--- src/rtl/usb_tx_pkg.sv ---
// usb_tx_pkg
//   Shared types and byte constants for the USB full-speed TX sequencer.
//   pid_e      : request PID codes as presented on tx_pid (5..7 illegal)
//   state_e    : sequencer FSM states
//   pid_byte() : maps a PID code to the on-wire PID byte (PID plus its
//                check nibble)
package usb_tx_pkg;

  typedef enum logic [2:0] {
    PID_ACK   = 3'd0,
    PID_NAK   = 3'd1,
    PID_STALL = 3'd2,
    PID_DATA0 = 3'd3,
    PID_DATA1 = 3'd4
  } pid_e;

  localparam logic [7:0] SYNC_BYTE  = 8'h80;
  localparam logic [7:0] ACK_BYTE   = 8'hD2;
  localparam logic [7:0] NAK_BYTE   = 8'h5A;
  localparam logic [7:0] STALL_BYTE = 8'h1E;
  localparam logic [7:0] DATA0_BYTE = 8'hC3;
  localparam logic [7:0] DATA1_BYTE = 8'h4B;

  typedef enum logic [3:0] {
    IDLE        = 4'd0,
    LOAD_SYNC   = 4'd1,
    SEND_SYNC   = 4'd2,
    LOAD_PID    = 4'd3,
    SEND_PID    = 4'd4,
    LOAD_DATA   = 4'd5,
    SEND_DATA   = 4'd6,
    LOAD_CRC_LO = 4'd7,
    SEND_CRC_LO = 4'd8,
    LOAD_CRC_HI = 4'd9,
    SEND_CRC_HI = 4'd10,
    EOP         = 4'd11,
    IDLE_J      = 4'd12,
    DONE        = 4'd13
  } state_e;

  function automatic logic [7:0] pid_byte(input logic [2:0] pid);
    logic [7:0] b;
    case (pid)
      PID_ACK:   b = ACK_BYTE;
      PID_NAK:   b = NAK_BYTE;
      PID_STALL: b = STALL_BYTE;
      PID_DATA0: b = DATA0_BYTE;
      PID_DATA1: b = DATA1_BYTE;
      default:   b = 8'h00;
    endcase
    return b;
  endfunction

endpackage

--- src/rtl/usb_bit_timer.sv ---
// usb_bit_timer
//   Counts clk cycles within one USB bit time and flags the last cycle.
//   clk, n_rst : clock, asynchronous active-low reset
//   clear      : synchronous return of the count to 0 (dominates enable)
//   enable     : advance the count this cycle
//   bit_tick   : high on the last cycle of a bit time while enabled; the
//                count wraps to 0 on that same edge
module usb_bit_timer #(
  parameter int BIT_CYCLES = 8
) (
  input  logic clk,
  input  logic n_rst,
  input  logic clear,
  input  logic enable,
  output logic bit_tick
);

  localparam int CNT_W = (BIT_CYCLES > 2) ? $clog2(BIT_CYCLES) : 1;

  logic [CNT_W-1:0] cnt;

  assign bit_tick = enable && (cnt == CNT_W'(BIT_CYCLES - 1));

  always_ff @(posedge clk or negedge n_rst) begin
    if (!n_rst) begin
      cnt <= '0;
    end else if (clear) begin
      cnt <= '0;
    end else if (enable) begin
      cnt <= bit_tick ? '0 : cnt + CNT_W'(1);
    end
  end

endmodule

--- src/rtl/usb_tx_sequencer.sv ---
// usb_tx_sequencer
//   Sequences one USB full-speed packet: SYNC, PID, optional payload and
//   CRC16, then EOP (2 bit times of SE0) and 1 bit time of idle J.
//   clk, n_rst  : clock, asynchronous active-low reset
//   tx_req      : start request (only looked at in IDLE)
//   tx_pid      : 0=ACK 1=NAK 2=STALL 3=DATA0 4=DATA1, others dropped
//   tx_len      : payload length for data PIDs, clamped to MAX_PAYLOAD
//   fifo_data   : show-ahead FIFO head
//   crc16       : final CRC16 from the external CRC unit
//   byte_done   : shifter has finished the last loaded byte
//   byte_out    : byte for the shifter (LSB first on the wire)
//   byte_load   : byte_out is valid, shifter takes it this cycle
//   fifo_rd     : pop the FIFO head
//   crc_clear   : reset the CRC unit
//   crc_enable  : CRC unit absorbs byte_out
//   eop_out     : drive SE0
//   busy        : packet in progress (acceptance+1 through DONE)
//   tx_done     : one-cycle completion pulse
//   state_dbg   : current FSM state encoding
//
// Shifter handshake: byte_load is a one-cycle "valid" with byte_out; the
// shifter is assumed ready whenever we are in a LOAD state because we only
// load after its byte_done "ready" pulse for the previous byte. byte_done is
// honoured only in SEND states and ignored everywhere else.
module usb_tx_sequencer
  import usb_tx_pkg::*;
#(
  parameter int MAX_PAYLOAD = 64,
  parameter int BIT_CYCLES  = 8,
  localparam int LEN_W      = $clog2(MAX_PAYLOAD + 1)
) (
  input  logic             clk,
  input  logic             n_rst,
  input  logic             tx_req,
  input  logic [2:0]       tx_pid,
  input  logic [LEN_W-1:0] tx_len,
  input  logic [7:0]       fifo_data,
  input  logic [15:0]      crc16,
  input  logic             byte_done,
  output logic [7:0]       byte_out,
  output logic             byte_load,
  output logic             fifo_rd,
  output logic             crc_clear,
  output logic             crc_enable,
  output logic             eop_out,
  output logic             busy,
  output logic             tx_done,
  output logic [3:0]       state_dbg
);

  state_e           state, state_nxt;
  logic [2:0]       pid_q;
  logic [LEN_W-1:0] len_q;
  logic [LEN_W-1:0] cnt_q;
  logic             eop_half;
  logic             timer_en;
  logic             bit_tick;
  logic             is_data;
  logic             req_ok;
  logic [LEN_W-1:0] len_clamp;

  assign is_data   = (pid_q == PID_DATA0) || (pid_q == PID_DATA1);
  assign req_ok    = tx_req && (tx_pid <= PID_DATA1);
  assign len_clamp = (tx_len > LEN_W'(MAX_PAYLOAD)) ? LEN_W'(MAX_PAYLOAD) : tx_len;
  assign timer_en  = (state == EOP) || (state == IDLE_J);
  assign state_dbg = state;

  // Timer is held cleared outside EOP/IDLE_J so each phase starts from a
  // fresh bit boundary; the wrap at the end of EOP hands IDLE_J a zero count.
  usb_bit_timer #(
    .BIT_CYCLES(BIT_CYCLES)
  ) u_bit_timer (
    .clk     (clk),
    .n_rst   (n_rst),
    .clear   (!timer_en),
    .enable  (timer_en),
    .bit_tick(bit_tick)
  );

  always_ff @(posedge clk or negedge n_rst) begin
    if (!n_rst) begin
      state <= IDLE;
    end else begin
      state <= state_nxt;
    end
  end

  always_ff @(posedge clk or negedge n_rst) begin
    if (!n_rst) begin
      pid_q    <= '0;
      len_q    <= '0;
      cnt_q    <= '0;
      eop_half <= 1'b0;
    end else begin
      if (state == IDLE && req_ok) begin
        pid_q <= tx_pid;
        len_q <= len_clamp;
      end
      // Counter is armed while the PID goes out, so SEND_PID can branch on it.
      if (state == LOAD_PID) begin
        cnt_q <= len_q;
      end else if (state == LOAD_DATA) begin
        cnt_q <= cnt_q - LEN_W'(1);
      end
      // EOP is two bit times: first tick marks the halfway point.
      if (state != EOP) begin
        eop_half <= 1'b0;
      end else if (bit_tick) begin
        eop_half <= 1'b1;
      end
    end
  end

  always_comb begin
    state_nxt  = state;
    byte_out   = 8'h00;
    byte_load  = 1'b0;
    fifo_rd    = 1'b0;
    crc_clear  = 1'b0;
    crc_enable = 1'b0;
    eop_out    = 1'b0;
    tx_done    = 1'b0;
    busy       = (state != IDLE);

    case (state)
      IDLE: begin
        if (req_ok) state_nxt = LOAD_SYNC;
      end
      LOAD_SYNC: begin
        byte_out  = SYNC_BYTE;
        byte_load = 1'b1;
        state_nxt = SEND_SYNC;
      end
      SEND_SYNC: begin
        if (byte_done) state_nxt = LOAD_PID;
      end
      LOAD_PID: begin
        byte_out  = pid_byte(pid_q);
        byte_load = 1'b1;
        crc_clear = is_data;
        state_nxt = SEND_PID;
      end
      SEND_PID: begin
        if (byte_done) begin
          if (!is_data)          state_nxt = EOP;
          else if (cnt_q != '0)  state_nxt = LOAD_DATA;
          else                   state_nxt = LOAD_CRC_LO;
        end
      end
      LOAD_DATA: begin
        byte_out   = fifo_data;
        byte_load  = 1'b1;
        fifo_rd    = 1'b1;
        crc_enable = 1'b1;
        state_nxt  = SEND_DATA;
      end
      SEND_DATA: begin
        if (byte_done) state_nxt = (cnt_q != '0) ? LOAD_DATA : LOAD_CRC_LO;
      end
      LOAD_CRC_LO: begin
        byte_out  = crc16[7:0];
        byte_load = 1'b1;
        state_nxt = SEND_CRC_LO;
      end
      SEND_CRC_LO: begin
        if (byte_done) state_nxt = LOAD_CRC_HI;
      end
      LOAD_CRC_HI: begin
        byte_out  = crc16[15:8];
        byte_load = 1'b1;
        state_nxt = SEND_CRC_HI;
      end
      SEND_CRC_HI: begin
        if (byte_done) state_nxt = EOP;
      end
      EOP: begin
        eop_out = 1'b1;
        if (bit_tick && eop_half) state_nxt = IDLE_J;
      end
      IDLE_J: begin
        if (bit_tick) state_nxt = DONE;
      end
      DONE: begin
        tx_done   = 1'b1;
        state_nxt = IDLE;
      end
      default: state_nxt = IDLE;
    endcase
  end

endmodule

--- config.mk ---
export PLATFORM = sky130hd
export DESIGN_NAME = usb_tx_sequencer
export DESIGN_NICKNAME = d
export VERILOG_FILES = /design/src/rtl/usb_tx_pkg.sv /design/src/rtl/usb_bit_timer.sv /design/src/rtl/usb_tx_sequencer.sv
export SDC_FILE = /design/constraint.sdc
export NUM_CORES = 1
export LEC_CHECK = 0
export CAP_MARGIN = 20
export CORE_ASPECT_RATIO = 1.5
export CORE_UTILIZATION = 43
export CTS_BUF_LIST = sky130_fd_sc_hd__clkbuf_2
export CTS_CLUSTER_SIZE = 20
export DETAILED_ROUTE_END_ITERATION = 6
export GPL_TIMING_DRIVEN = 0
export PLACE_DENSITY = 0.77
export SLEW_MARGIN = 15
export SYNTH_ARGS = -nofsm -noshare
export SYNTH_HDL_FRONTEND = slang
export SYNTH_SLANG_ARGS = --single-unit
--- constraint.sdc ---
create_clock -name clk -period 4.8 [get_ports clk]
set_clock_uncertainty 0.1 [all_clocks]
set_input_delay 0.96 -clock clk [delete_from_list [all_inputs] [get_ports clk]]
set_output_delay 0.96 -clock clk [all_outputs]
set_load 0.02 [all_outputs]
# After elaboration in Yosys (flattened, before gate mapping)
# Index checks and enable logic that the tools add are counted.
# word_totals
regBits,25
inputBits,38
out_inout_bits,19
elab_cells,76
# classes
n_addsub,2
n_lt_le_gt_ge,2
n_eq_ne,27
n_mux,25
reduce_logical,14
# ops
op,n
$pmux W8 S5,2
$pmux W4 S13,1
$mux W4,9
$eq A4 B4 Y1 const B,6
$mux W7,3
$eq A4 B3 Y1 const B,4
$ne A2 B2 Y1 const B,7
$eq A4 B2 Y1 const B,2
$reduce_and A8 Y1,1
$gt A7 B7 Y1 const B,1
$mux W1,7
$reduce_bool A7 Y1,1
$sub A7 B1 Y7 const B,1
$eq A3 B2 Y1 const B,2
$eq A3 B3 Y1 const B,2
$mux W3,2
$reduce_or A5 Y1,1
$eq A4 B1 Y1 const B,1
$logic_and A1 B1 Y1,4
$logic_not A4 Y1,1
$ne A4 B4 Y1 const B,1
$reduce_bool A2 Y1,2
$reduce_bool A4 Y1,1
$add A3 B1 Y3 const B,1
other kinds (6),7

# Depth between registers and ports, before layout
# Gate-level depths: netlist of run 1.
# depth
word_depth,6
mapped_depth,9

# By module
# From an unflattened synthesis of run 1, not the netlist that was laid out.
# unflattened
cells_unflattened,200
hier_area_um2,1721.7
# modules_own_cells
module,instances,cells_per_inst,area_per_inst_um2,seq_area_each_um2
usb_tx_sequencer,1,186,1561.5,550.5
usb_bit_timer,1,14,160.2,75.1

# Least setup slack after synthesis of run 1
# Ideal clock, no wire load.
# synth_path
path_type,reg2out
start,register state[1] (netlist: state_dbg[1])
end,output port byte_out[3]
arrival_ps,1688
required_time_ps,3740
slack_ps,2052
path_stages_with_launch,9
cell_sequence,dfrtp_1 buf_6 nand2b_4 or2_1 buf_6 inv_6 buf_4 a222oi_1 nand2_1
# synth_via
elab_chain_len,2
elab_cells_between_ends,6
cone_classes,eq/ne: 5; mux: 1
# synth_lines
item,line,rtl
start: declaration,usb_tx_sequencer.sv:51,"state_e state, state_nxt;"
start signal: assignment,usb_tx_sequencer.sv:84,state <= state_nxt;
$eq A4 B4 Y1 (tied with other cells),usb_tx_sequencer.sv:125,case (state)
$pmux W8 S5 *,usb_tx_sequencer.sv:125,
end: declaration,usb_tx_sequencer.sv:40,"output logic [7:0] byte_out,"
# Every way passes the cells marked *; elsewhere a longest branch is shown, timed or not.

# Worst setup path after layout of run 1
# layout_path
start,register state[3] (netlist: state_dbg[3])
end,output port byte_out[2]
# The elaborated chain is that of the path after synthesis.

==> metrics.txt, run 1 <==
max_cap viols 0; relative slew slack between 60% and 70%; Die Width around 52 um; Initial DRT Pass Iterations 5; Seq/Total Area, Yosys between 30 and 40%; layout cells sized above 1 under 10%; Critical Path Max Stage Delay roughly 0.63 ns; Worst path slowest cell clkdlybuf4s50_1; met2 global-route usage 37.9%; DRT antenna net count 0; Synth Register Bits 25; largest net degree at the start of global routing 17; first-pass GRT wire length roughly 6700 um; max-slew violations 0; final cycle utilization of the critical path between 70% and 80%; I/O Pins 57; clock slew at reported path FFs 0.26 ns; Max clock buf depth 2; Core Util, Final 64.7%; vias in the first global route between 1500 and 2000; Via Count ~1600; count of cell types in the netlist 43; Clock Root Buffer clkbuf_2; final hold violation count 0; Max IR drop VDD 0.000336 V; Post-synth EDFFs 0; CP endpoint kind output port; Critical Path RT between 3 and 4 ns; H-tree depth 1; WS Path Type flip-flop to output port; Mapped Cells around 190; Hold-fix buffers, CTS 0; Sequential Area between 600 and 700 sq um; Initial Util 46.0%; core area ~3500 sq um; status finished clean; Fin Setup TNS 0 ns; synthesized area per cell 8.65 sq um; number of DRC markers in iteration 0 27; total grt overflow 0; Finished Cell Area ~2300 sq um; GR Util met3 around 2.6%; Min-Delay Path Class flip-flop to flip-flop; Rows 26; LEAKAGE between 0.9 and 1 nW; Worst setup SP type flip-flop; crit path time final between 3 and 4 ns; Post-CTS Setup Inserts 0; Setup Viol. Count Final 0; commonest register cell after synthesis dfrtp_1; Chip Height 76.7 um; Post-Place Setup Slack ~1.3 ns; Multi-input gate area around 870 sq um; P&R area growth vs syn 40.7%; Pwr per Cell Area between 500 and 600 nW/um^2; antenna fix cells 0; initial antenna violation count 0; Routed WL just under 4000 um; IO Port Bufs 56; Die Area just under 4000 sq um; Synth Warn # 0; CTS tree yes; syn_nets 227; RSZ-0062 raised after global routing false; # DRC 0; Layout fillers around 320; Post-synth ARST share 100%; WL/cell about 13 um; mapped cell area 1600 sq um; worst-path fanout max 11; CP Cell Sequence buf_2, nand2b_1, or2_1, buf_6, inv_6, buf_4, a222oi_1, o21ai_0, clkdlybuf4s50_1; reg2reg setup slack roughly 2.7 ns; f_max around 280 MHz; area post-placement 2230 sq um; buffers plus inverters on the worst setup path 5; WP data arrival roughly 2.6 ns; CTS Buf Count 3; Least-Margin Pin Slew 0.595 ns; Clk Latency, worst-skew pair between 0.3 and 0.4 ns; Clock Sink Count 25; Placer Congestion 0.795; GRT Total Usage ~22%; final worst setup slack 1.17 ns; most used routing layer met2; CTS resizes 0; post-DR vias/cell 5.53; met1 Track Usage GR 26.0%; hpwl dp between 3000 and 4000 um; Final Net Count roughly 290; CP top delay family buffers and inverters
## per-stage QoR
step,hold slack (ns),power (mW),instances
final,0.353,1.18,288
after global routing,0.382,1.28,288
after CTS,0.361,1.19,288
after detailed placement,0.332,1.09,284
after global placement,0.328,1.08,283
after floorplan,0.309,0.830,185
## synthesized netlist by cell type, types with 2 or more instances
| cell | count | share of area [%] |
|---|---|---|
| a21oi_1 | 6 | 1.9 |
| nand3b_1 | 2 | 0.94 |
| dfrtp_1 | 25 | 39 |
| o22ai_1 | 2 | 0.78 |
| mux2_2 | 4 | 2.8 |
| buf_4 | 2 | 0.94 |
| or2_2 | 2 | 0.78 |
| nand4_1 | 2 | 0.78 |
| clkbuf_1 | 4 | 0.94 |
| a22oi_1 | 5 | 2.3 |
| and2_1 | 4 | 1.6 |
| o221ai_1 | 2 | 1.1 |
| nor4_1 | 2 | 0.78 |
| buf_6 | 2 | 1.4 |
| a21boi_0 | 2 | 0.94 |
| nand2b_1 | 13 | 5.1 |
| nand3_1 | 4 | 1.3 |
| o21ai_0 | 20 | 6.3 |
| nor3_1 | 2 | 0.63 |
| inv_1 | 8 | 1.9 |
| buf_2 | 3 | 0.94 |
| ha_1 | 4 | 3.1 |
| a221o_1 | 3 | 1.9 |
| nand2_1 | 24 | 5.6 |
| nor2_1 | 15 | 3.5 |
| a31oi_1 | 2 | 0.78 |
| a222oi_1 | 5 | 3.1 |
## final cells by class
| cell class | count | share of cell area (%) |
|---|---|---|
| inverters | 9 | 1.72 |
| clock buffers | 3 | 0.667 |
| clock inverters | 1 | 0.389 |
| multi-input cells | 140 | 38.6 |
| flip-flops and latches | 25 | 27.8 |
| plain buffers | 11 | 3.00 |
| well taps | 42 | 2.33 |
| repair buffers | 57 | 25.6 |
## where the power goes
part           internal (mW)  total (mW)  switching [mW]
Clock                 0.0218      0.0925          0.0707
Sequential             0.290       0.360          0.0696
Combinational          0.338       0.729           0.391
Total                  0.650        1.18           0.531
## kinds of logic (layout without fill, tap and decap cells)
group | count (synthesis) | count (layout) | synth area share [%]
AO/OA/AOI/OAI | 53 | 53 | 22.5
flip-flops | 25 | 25 | 39.1
buffers and inverters | 20 | 81 | 6.65
XOR/XNOR | 1 | 1 | 0.547
AND/OR/NAND/NOR | 78 | 78 | 25.3
multiplexers | 4 | 4 | 2.81
adder cells (fa/ha/maj) | 4 | 4 | 3.13
## final timing paths
path	cells after the start	to	startpoint
max	9	byte_out[2]	state_dbg[3]
min	1	u_bit_timer.cnt[0]	u_bit_timer.cnt[0]
max reg2reg	7	state_dbg[2]	u_bit_timer.cnt[0]
min reg2reg	1	u_bit_timer.cnt[0]	u_bit_timer.cnt[0]
max in group asynchronous	2	state_dbg[0]	n_rst
min in group asynchronous	1	len_q[4]	n_rst
## sequential cells by signal, indices dropped and copies added, names as in the netlist
| name | flops |
|---|---|
| len_q | 7 |
| eop_half | 1 |
| pid_q | 3 |
| u_bit_timer.cnt | 3 |
| state_dbg | 4 |
| cnt_q | 7 |
## worst reg2reg max path: cells and delay by family, from the launching register on
kind / cells / cell delay (ns)
adder cells (fa/ha/maj): 2 / 0.42
flip-flops: 1 / 0.45
AND/OR/NAND/NOR: 1 / 0.52
AO/OA/AOI/OAI: 4 / 0.61
## metal layers
metal,routed length (um),up-vias
met4,105,0
li1,-,792
met1,1590,744
met2,2080,46
met5,0,-
met3,97,11
## cells in the final DEF, fill, tap and decap left out, types with 3 or more instances in the layout
cell	n
mux2_2	4
inv_1	8
buf_2	3
a22oi_1	5
a222oi_1	5
clkbuf_2	3
clkdlybuf4s50_1	56
nor2_1	15
o21ai_0	20
a21oi_1	6
and2_1	4
clkbuf_1	4
nand2_1	24
dfrtp_1	25
nand2b_1	13
ha_1	4
nand3_1	4
a221o_1	3
Note: power is estimated with default switching activity, not from simulation.
==> inputs of run 2 (changes only) <==
clock period = 3.6 ns   (was 4.8 ns; I/O delays follow)
==> run 2 against run 1 <==
Effect of this change: power increased by 34%; clock-buffer cell count did not move; global-route usage did not move; setup slack lost 1.0 ns; highest routed layer unchanged.
==> metrics.txt, run 2 (synthesized netlist as in run 1, its figures left out) <==
vias in the first global route 1556 (unchanged); Post-CTS Setup Inserts 0 (unchanged); max-slew violations 0 (unchanged); CP Cell Sequence buf_2, nand2b_1, or2_1, buf_6, inv_6, buf_4, a222oi_1, nand2_1, clkdlybuf4s50_1; Worst path depth 9 (unchanged); final cycle utilization of the critical path between 90% and 100%; first-pass GRT wire length 6690 um (unchanged); relative slew slack 60.0% (-0.19 points); worst-path fanout max 11 (unchanged); CP endpoint kind output port; post-DR vias/cell 5.47 (-1.1%); Hold-fix buffers, CTS 0 (unchanged); commonest cells after routing, fill and taps aside clkdlybuf4s50_1 (56), dfrtp_1 (25), nand2_1 (24), o21ai_0 (20), nor2_1 (14); CTS resizes 0 (unchanged); Worst Hold Slack 0.353 ns (+0.000343 ns); Clock Root Buffer clkbuf_2; # DRC 0 (unchanged); I/O Pins 57 (unchanged); Chip Height 76.7 um (unchanged); final worst setup slack 0.164 ns (-1.01 ns); Tot Pwr 1.58 mW (+34%); IO Port Bufs 56 (unchanged); core area 3480 sq um (unchanged); reg2reg path depth 7 (unchanged); CTS tree yes; largest net degree at the start of global routing 17 (unchanged); Max IR drop VDD 0.000448 V (+33%); CP top delay family buffers and inverters; total grt overflow 0 (unchanged); f_max a little under 300 MHz; DRT antenna net count 0 (unchanged); Worst path slowest cell clkdlybuf4s50_1; GRT Total Usage 21.6% (unchanged); Setup Viol. Count Final 0 (unchanged); antenna fix cells 0 (unchanged); WS Path Type flip-flop to output port; Worst setup SP type flip-flop; CTS Buf Count 3 (unchanged); buffers plus inverters on the worst setup path 5 (unchanged); Initial Util 46.0% (unchanged); initial antenna violation count 0 (unchanged); Critical Path RT 2.78 ns (-0.96 ns); final hold violation count 0 (unchanged); max_cap viols 0 (unchanged); status finished clean; Min-Delay Path Class flip-flop to flip-flop; Rows 26 (unchanged); Initial DRT Pass Iterations 6 (+1); WP data arrival 2.62 ns (+0.05 ns); Clock Sink Count 25 (unchanged); Least-Margin Pin Slew 0.598 ns (+0.00289 ns); Routed WL 3930 um (+1.3%); Finished Cell Area 2250 sq um (+0.11%); Critical Path Max Stage Delay 0.55 ns (-0.08 ns); Post-Place Setup Slack 0.548 ns (-0.720 ns); H-tree depth 1 (unchanged); Fin Setup TNS 0 ns (unchanged); hpwl dp 3160 um (unchanged); Max clock buf depth 2 (unchanged); Via Count 1575 (-1.1%); LEAKAGE 0.988 nW (about the same); Clk Latency, worst-skew pair 0.38 ns (about the same); WL/cell 13.6 um (+1.3%); crit path time final roughly 3.4 ns; number of DRC markers in iteration 0 51 (+89%); Pwr per Cell Area 701 nW/um^2 (+34%); area post-placement 2230 sq um (unchanged); Placer Congestion 0.795 (unchanged); clock slew at reported path FFs 0.27 ns (about the same); Final Net Count 289 (unchanged); Die Area 3970 sq um (unchanged); RSZ-0062 raised after global routing false; leading cell type in the layout, fill and taps excluded clkdlybuf4s50_1; layout cells sized above 1 9.76% (+0.41 points); Die Width 51.8 um (unchanged); hold depth 1 (unchanged); P&R area growth vs syn 40.9%
[run 2: final timing paths]
| path | to | start | slack (ns) |
|---|---|---|---|
| setup / recovery | byte_out[3] | state_dbg[3] | 0.16 |
| hold / removal | u_bit_timer.cnt[0] | u_bit_timer.cnt[0] | 0.35 |
| setup reg to reg | state_dbg[2] | u_bit_timer.cnt[0] | 1.48 |
| hold reg to reg | u_bit_timer.cnt[0] | u_bit_timer.cnt[0] | 0.35 |
| max in group asynchronous | state_dbg[1] | n_rst | 2.34 |
| min in group asynchronous | len_q[4] | n_rst | 0.56 |
[run 2: worst reg2reg max path, delay by kind of cell (launching register included)]
family	cells	cell delay, ns
flip-flops	1	0.45
AO/OA/AOI/OAI	4	0.60
AND/OR/NAND/NOR	1	0.52
adder cells (fa/ha/maj)	2	0.42
[run 2: metrics by stage]
| stage | std cells | utilization [%] |
|---|---|---|
| 3_5_place_dp | 284 | 64.0 |
| 2_1_floorplan | 185 | - |
| 6_report | 288 | 64.8 |
| 3_3_place_gp | 283 | 63.6 |
| 4_1_cts | 288 | 64.7 |
| 5_1_grt | 288 | 64.8 |
[run 2: report_power, final]
part           leakage (nW)  internal [mW]  switching, mW
logic                 0.647          0.451          0.524
registers             0.324          0.387         0.0928
clock network        0.0170         0.0291         0.0970
total                 0.988          0.867          0.714
[run 2: per-layer routing]
layer / track usage, % / wire (um) / vias up
met5: 0 / 0 / -
met1: 26.0 / 1600 / 734
met2: 37.9 / 2120 / 42
li1: - / - / 788
met3: 2.58 / 102 / 11
met4: 7.84 / 105 / 0
[run 2: layout make-up]
cell class | count | area [sq um]
buffer | 11 | 67.6
clock buffer | 3 | 15.0
clock inverter | 1 | 8.76
fill | 320 | 1230
inverter | 9 | 38.8
multi-input combinational | 140 | 871
sequential | 25 | 626
tap | 42 | 52.6
timing repair buffer | 57 | 576
==> inputs of run 3 (changes only) <==
--- a/config.mk
+++ b/config.mk
@@ -14,4 +14,5 @@
 export GPL_TIMING_DRIVEN = 0
 export PLACE_DENSITY = 0.77
+export SETUP_SLACK_MARGIN = 0.02
 export SLEW_MARGIN = 15
 export SYNTH_ARGS = -nofsm -noshare
==> constraint.sdc (replaced) <==
create_clock -name clk -period 3.6 [get_ports clk]
set_clock_uncertainty 0.1 [all_clocks]
set_input_delay 0.72 -clock clk [delete_from_list [all_inputs] [get_ports clk]]
set_output_delay 0.72 -clock clk [all_outputs]
set_load 0.05 [all_outputs]
==> run 3 against run 2 <==
Effect of this change: utilization unchanged; setup slack better by 0.024 ns; maximum frequency up 0.71%; design area unchanged; first-iteration DRC count up 5.9%; routed wire length down 0.31%; via count up 0.25%; non-clock buffer count unchanged; critical path depth down 2; sequential cell count unchanged; critical endpoint is now crc_enable; largest cell class unchanged; largest power group unchanged.
==> metrics.txt, run 3 (synthesized netlist as in run 1, its figures left out) <==
IO Port Bufs 56 (unchanged); switching part of the total power 51.9% (+6.7 points); Chip Height 76.7 um (unchanged); Clk Latency, worst-skew pair 0.38 ns (about the same); # DRC 0 (unchanged); Via Count 1579 (+0.25%); Worst setup SP type flip-flop; LEAKAGE 1.06 nW (+7.6%); WS Path Type flip-flop to output port; reg2reg path depth 7 (unchanged); P&R area growth vs syn 40.9% (unchanged); Die Width 51.8 um (unchanged); max-slew violations 0 (unchanged); leading cell type in the layout, fill and taps excluded clkdlybuf4s50_1; Initial Util 46.0% (unchanged); Placer Congestion 0.795 (unchanged); core area 3480 sq um (unchanged); CTS Buf Count 3 (unchanged); number of DRC markers in iteration 0 54 (+5.9%); first-pass GRT wire length 6700 um (+0.19%); Clk pwr share 7.3% (-0.7 points); Comb power frac 65.3% (+3.6 points); hpwl dp 3160 um (unchanged); Clock Root Buffer clkbuf_2; Core Util, Final 64.8% (unchanged); R2R Path Start u_bit_timer.cnt[0]; Critical Path Max Stage Delay 0.82 ns (+0.27 ns); Final Net Count 289 (unchanged); Worst path slowest cell clkdlybuf4s50_1; Pwr per Cell Area 775 nW/um^2 (+11%); Min-Delay Path Class flip-flop to flip-flop; GRT Total Usage 21.6% (+0.040 points); reg2reg setup slack 1.48 ns (about the same); Tot Pwr 1.75 mW (+11%); initial antenna violation count 0 (unchanged); Clock Sink Count 25 (unchanged); Routed WL 3910 um (-0.31%); Initial DRT Pass Iterations 4 (-2); Die Area 3970 sq um (unchanged); max_cap viols 0 (unchanged); final hold violation count 0 (unchanged); Top Metal Used met4; vias in the first global route 1556 (unchanged); reg2reg end state_dbg[2]; Max clock buf depth 2 (unchanged); Metal-1 WL 1640 um (+2.5%); f_max 293 MHz (+0.71%); Max IR drop VDD 0.000538 V (+20%); antenna fix cells 0 (unchanged); Switch Pwr 0.906 mW (+27%); Critical Path End crc_enable; Fin Setup TNS 0 ns (unchanged); routed wl met2 2100 um (-0.99%); DRT antenna net count 0 (unchanged); status finished clean; Least-Margin Pin Slew 0.598 ns (-0.00000656 ns); Sequential Area 626 sq um (unchanged); Multi-input gate area 871 sq um (unchanged); relative slew slack 60.0% (about the same); clock slew at reported path FFs 0.27 ns (about the same); Crit. Startpoint state_dbg[3]; commonest cells after routing, fill and taps aside clkdlybuf4s50_1 (47), dfrtp_1 (25), nand2_1 (24), o21ai_0 (20), nor2_1 (14); CP Cell Sequence buf_2, nand2b_1, or2_1, buf_6, inv_6, buf_4, clkdlybuf4s50_1; CP endpoint kind output port; WP data arrival 2.59 ns (-0.03 ns); internal power 0.841 mW (-3.0%); crit path time final 3.41 ns (-0.0243 ns); post-DR vias/cell 5.48 (+0.25%); Reg power frac 27.4% (-2.9 points); total grt overflow 0 (unchanged); final cycle utilization of the critical path 94.8% (-0.67 points); worst-path fanout max 11 (unchanged); H-tree depth 1 (unchanged); RSZ-0062 raised after global routing false; I/O Pins 57 (unchanged); largest net degree at the start of global routing 17 (unchanged); Rows 26 (unchanged); Layout fillers 320 (unchanged); wire length on met3 70 um (-31%); CTS tree yes; Critical Path RT 2.78 ns (about the same); Post-CTS Setup Inserts 0 (unchanged); Setup Viol. Count Final 0 (unchanged); WL/cell 13.6 um (-0.31%); layout cells sized above 1 9.76% (unchanged); Worst Hold Slack 0.353 ns (-0.0000190 ns)
## run 3: changes by cell type in the layout (fill, tap and decap cells not counted)
cell,previous run,this run
clkdlybuf4s50_1,56,47
dlygate4sd2_1,0,6
dlymetal6s2s_1,0,3
## run 3: what timing repair did
item	4_1_cts	5_1_grt
endpoints found under the hold margin	0	0
hold buffers	0	0
pin swaps	0	0
setup endpoints to repair	6	3
resized for setup	6	4
## run 3: per-layer routing
| layer | global-route usage (%) | vias up |
|---|---|---|
| met5 | 0 | - |
| met4 | 7.84 | 0 |
| met3 | 2.58 | 11 |
| met2 | 37.9 | 37 |
| met1 | 26.2 | 741 |
| li1 | - | 790 |
## run 3: how the worst min path moves through the flow
stage,startpoint,cells past startpoint,slack [ns],endpoint
6_report,u_bit_timer.cnt[0],1,0.35,u_bit_timer.cnt[0]
3_3_place_gp,u_bit_timer.cnt[0],1,0.33,u_bit_timer.cnt[0]
4_1_cts,u_bit_timer.cnt[0],1,0.36,u_bit_timer.cnt[0]
2_1_floorplan,u_bit_timer.cnt[0],1,0.31,u_bit_timer.cnt[0]
5_1_grt,u_bit_timer.cnt[0],1,0.38,u_bit_timer.cnt[0]
3_5_place_dp,u_bit_timer.cnt[0],1,0.33,u_bit_timer.cnt[0]
## run 3: critical path: cells and delay by family (launching register included)
kind / cells / cell delay [ns]
flip-flops: 1 / 0.44
AND/OR/NAND/NOR: 2 / 0.41
buffers and inverters: 5 / 1.35
## run 3: cell type report
cell class / count / share of cell area, %
timing repair buffer: 57 / 25.5
buffer: 11 / 3.00
clock inverter: 1 / 0.388
multi-input combinational: 140 / 38.6
inverter: 9 / 1.72
tap: 42 / 2.33
clock buffer: 3 / 0.666
sequential: 25 / 27.7
## run 3: power by group through the flow
| stage | logic (mW) | clock network [mW] | registers (mW) |
|---|---|---|---|
| final | 1.14 | 0.127 | 0.479 |
| after floorplan | 0.764 | 0 | 0.535 |
| after CTS | 1.14 | 0.128 | 0.478 |
| after global routing | 1.25 | 0.139 | 0.495 |
| after global placement | 1.15 | 0 | 0.479 |
| after detailed placement | 1.17 | 0 | 0.483 |
## run 3: per-stage QoR
step	setup WS, ns	cell area (sq um)	std cells
6_report	0.188	2250	288
5_1_grt	0.0577	2250	288
4_1_cts	0.0273	2240	288
3_5_place_dp	0.349	2230	284
3_3_place_gp	0.363	2210	283
2_1_floorplan	0.347	1600	185
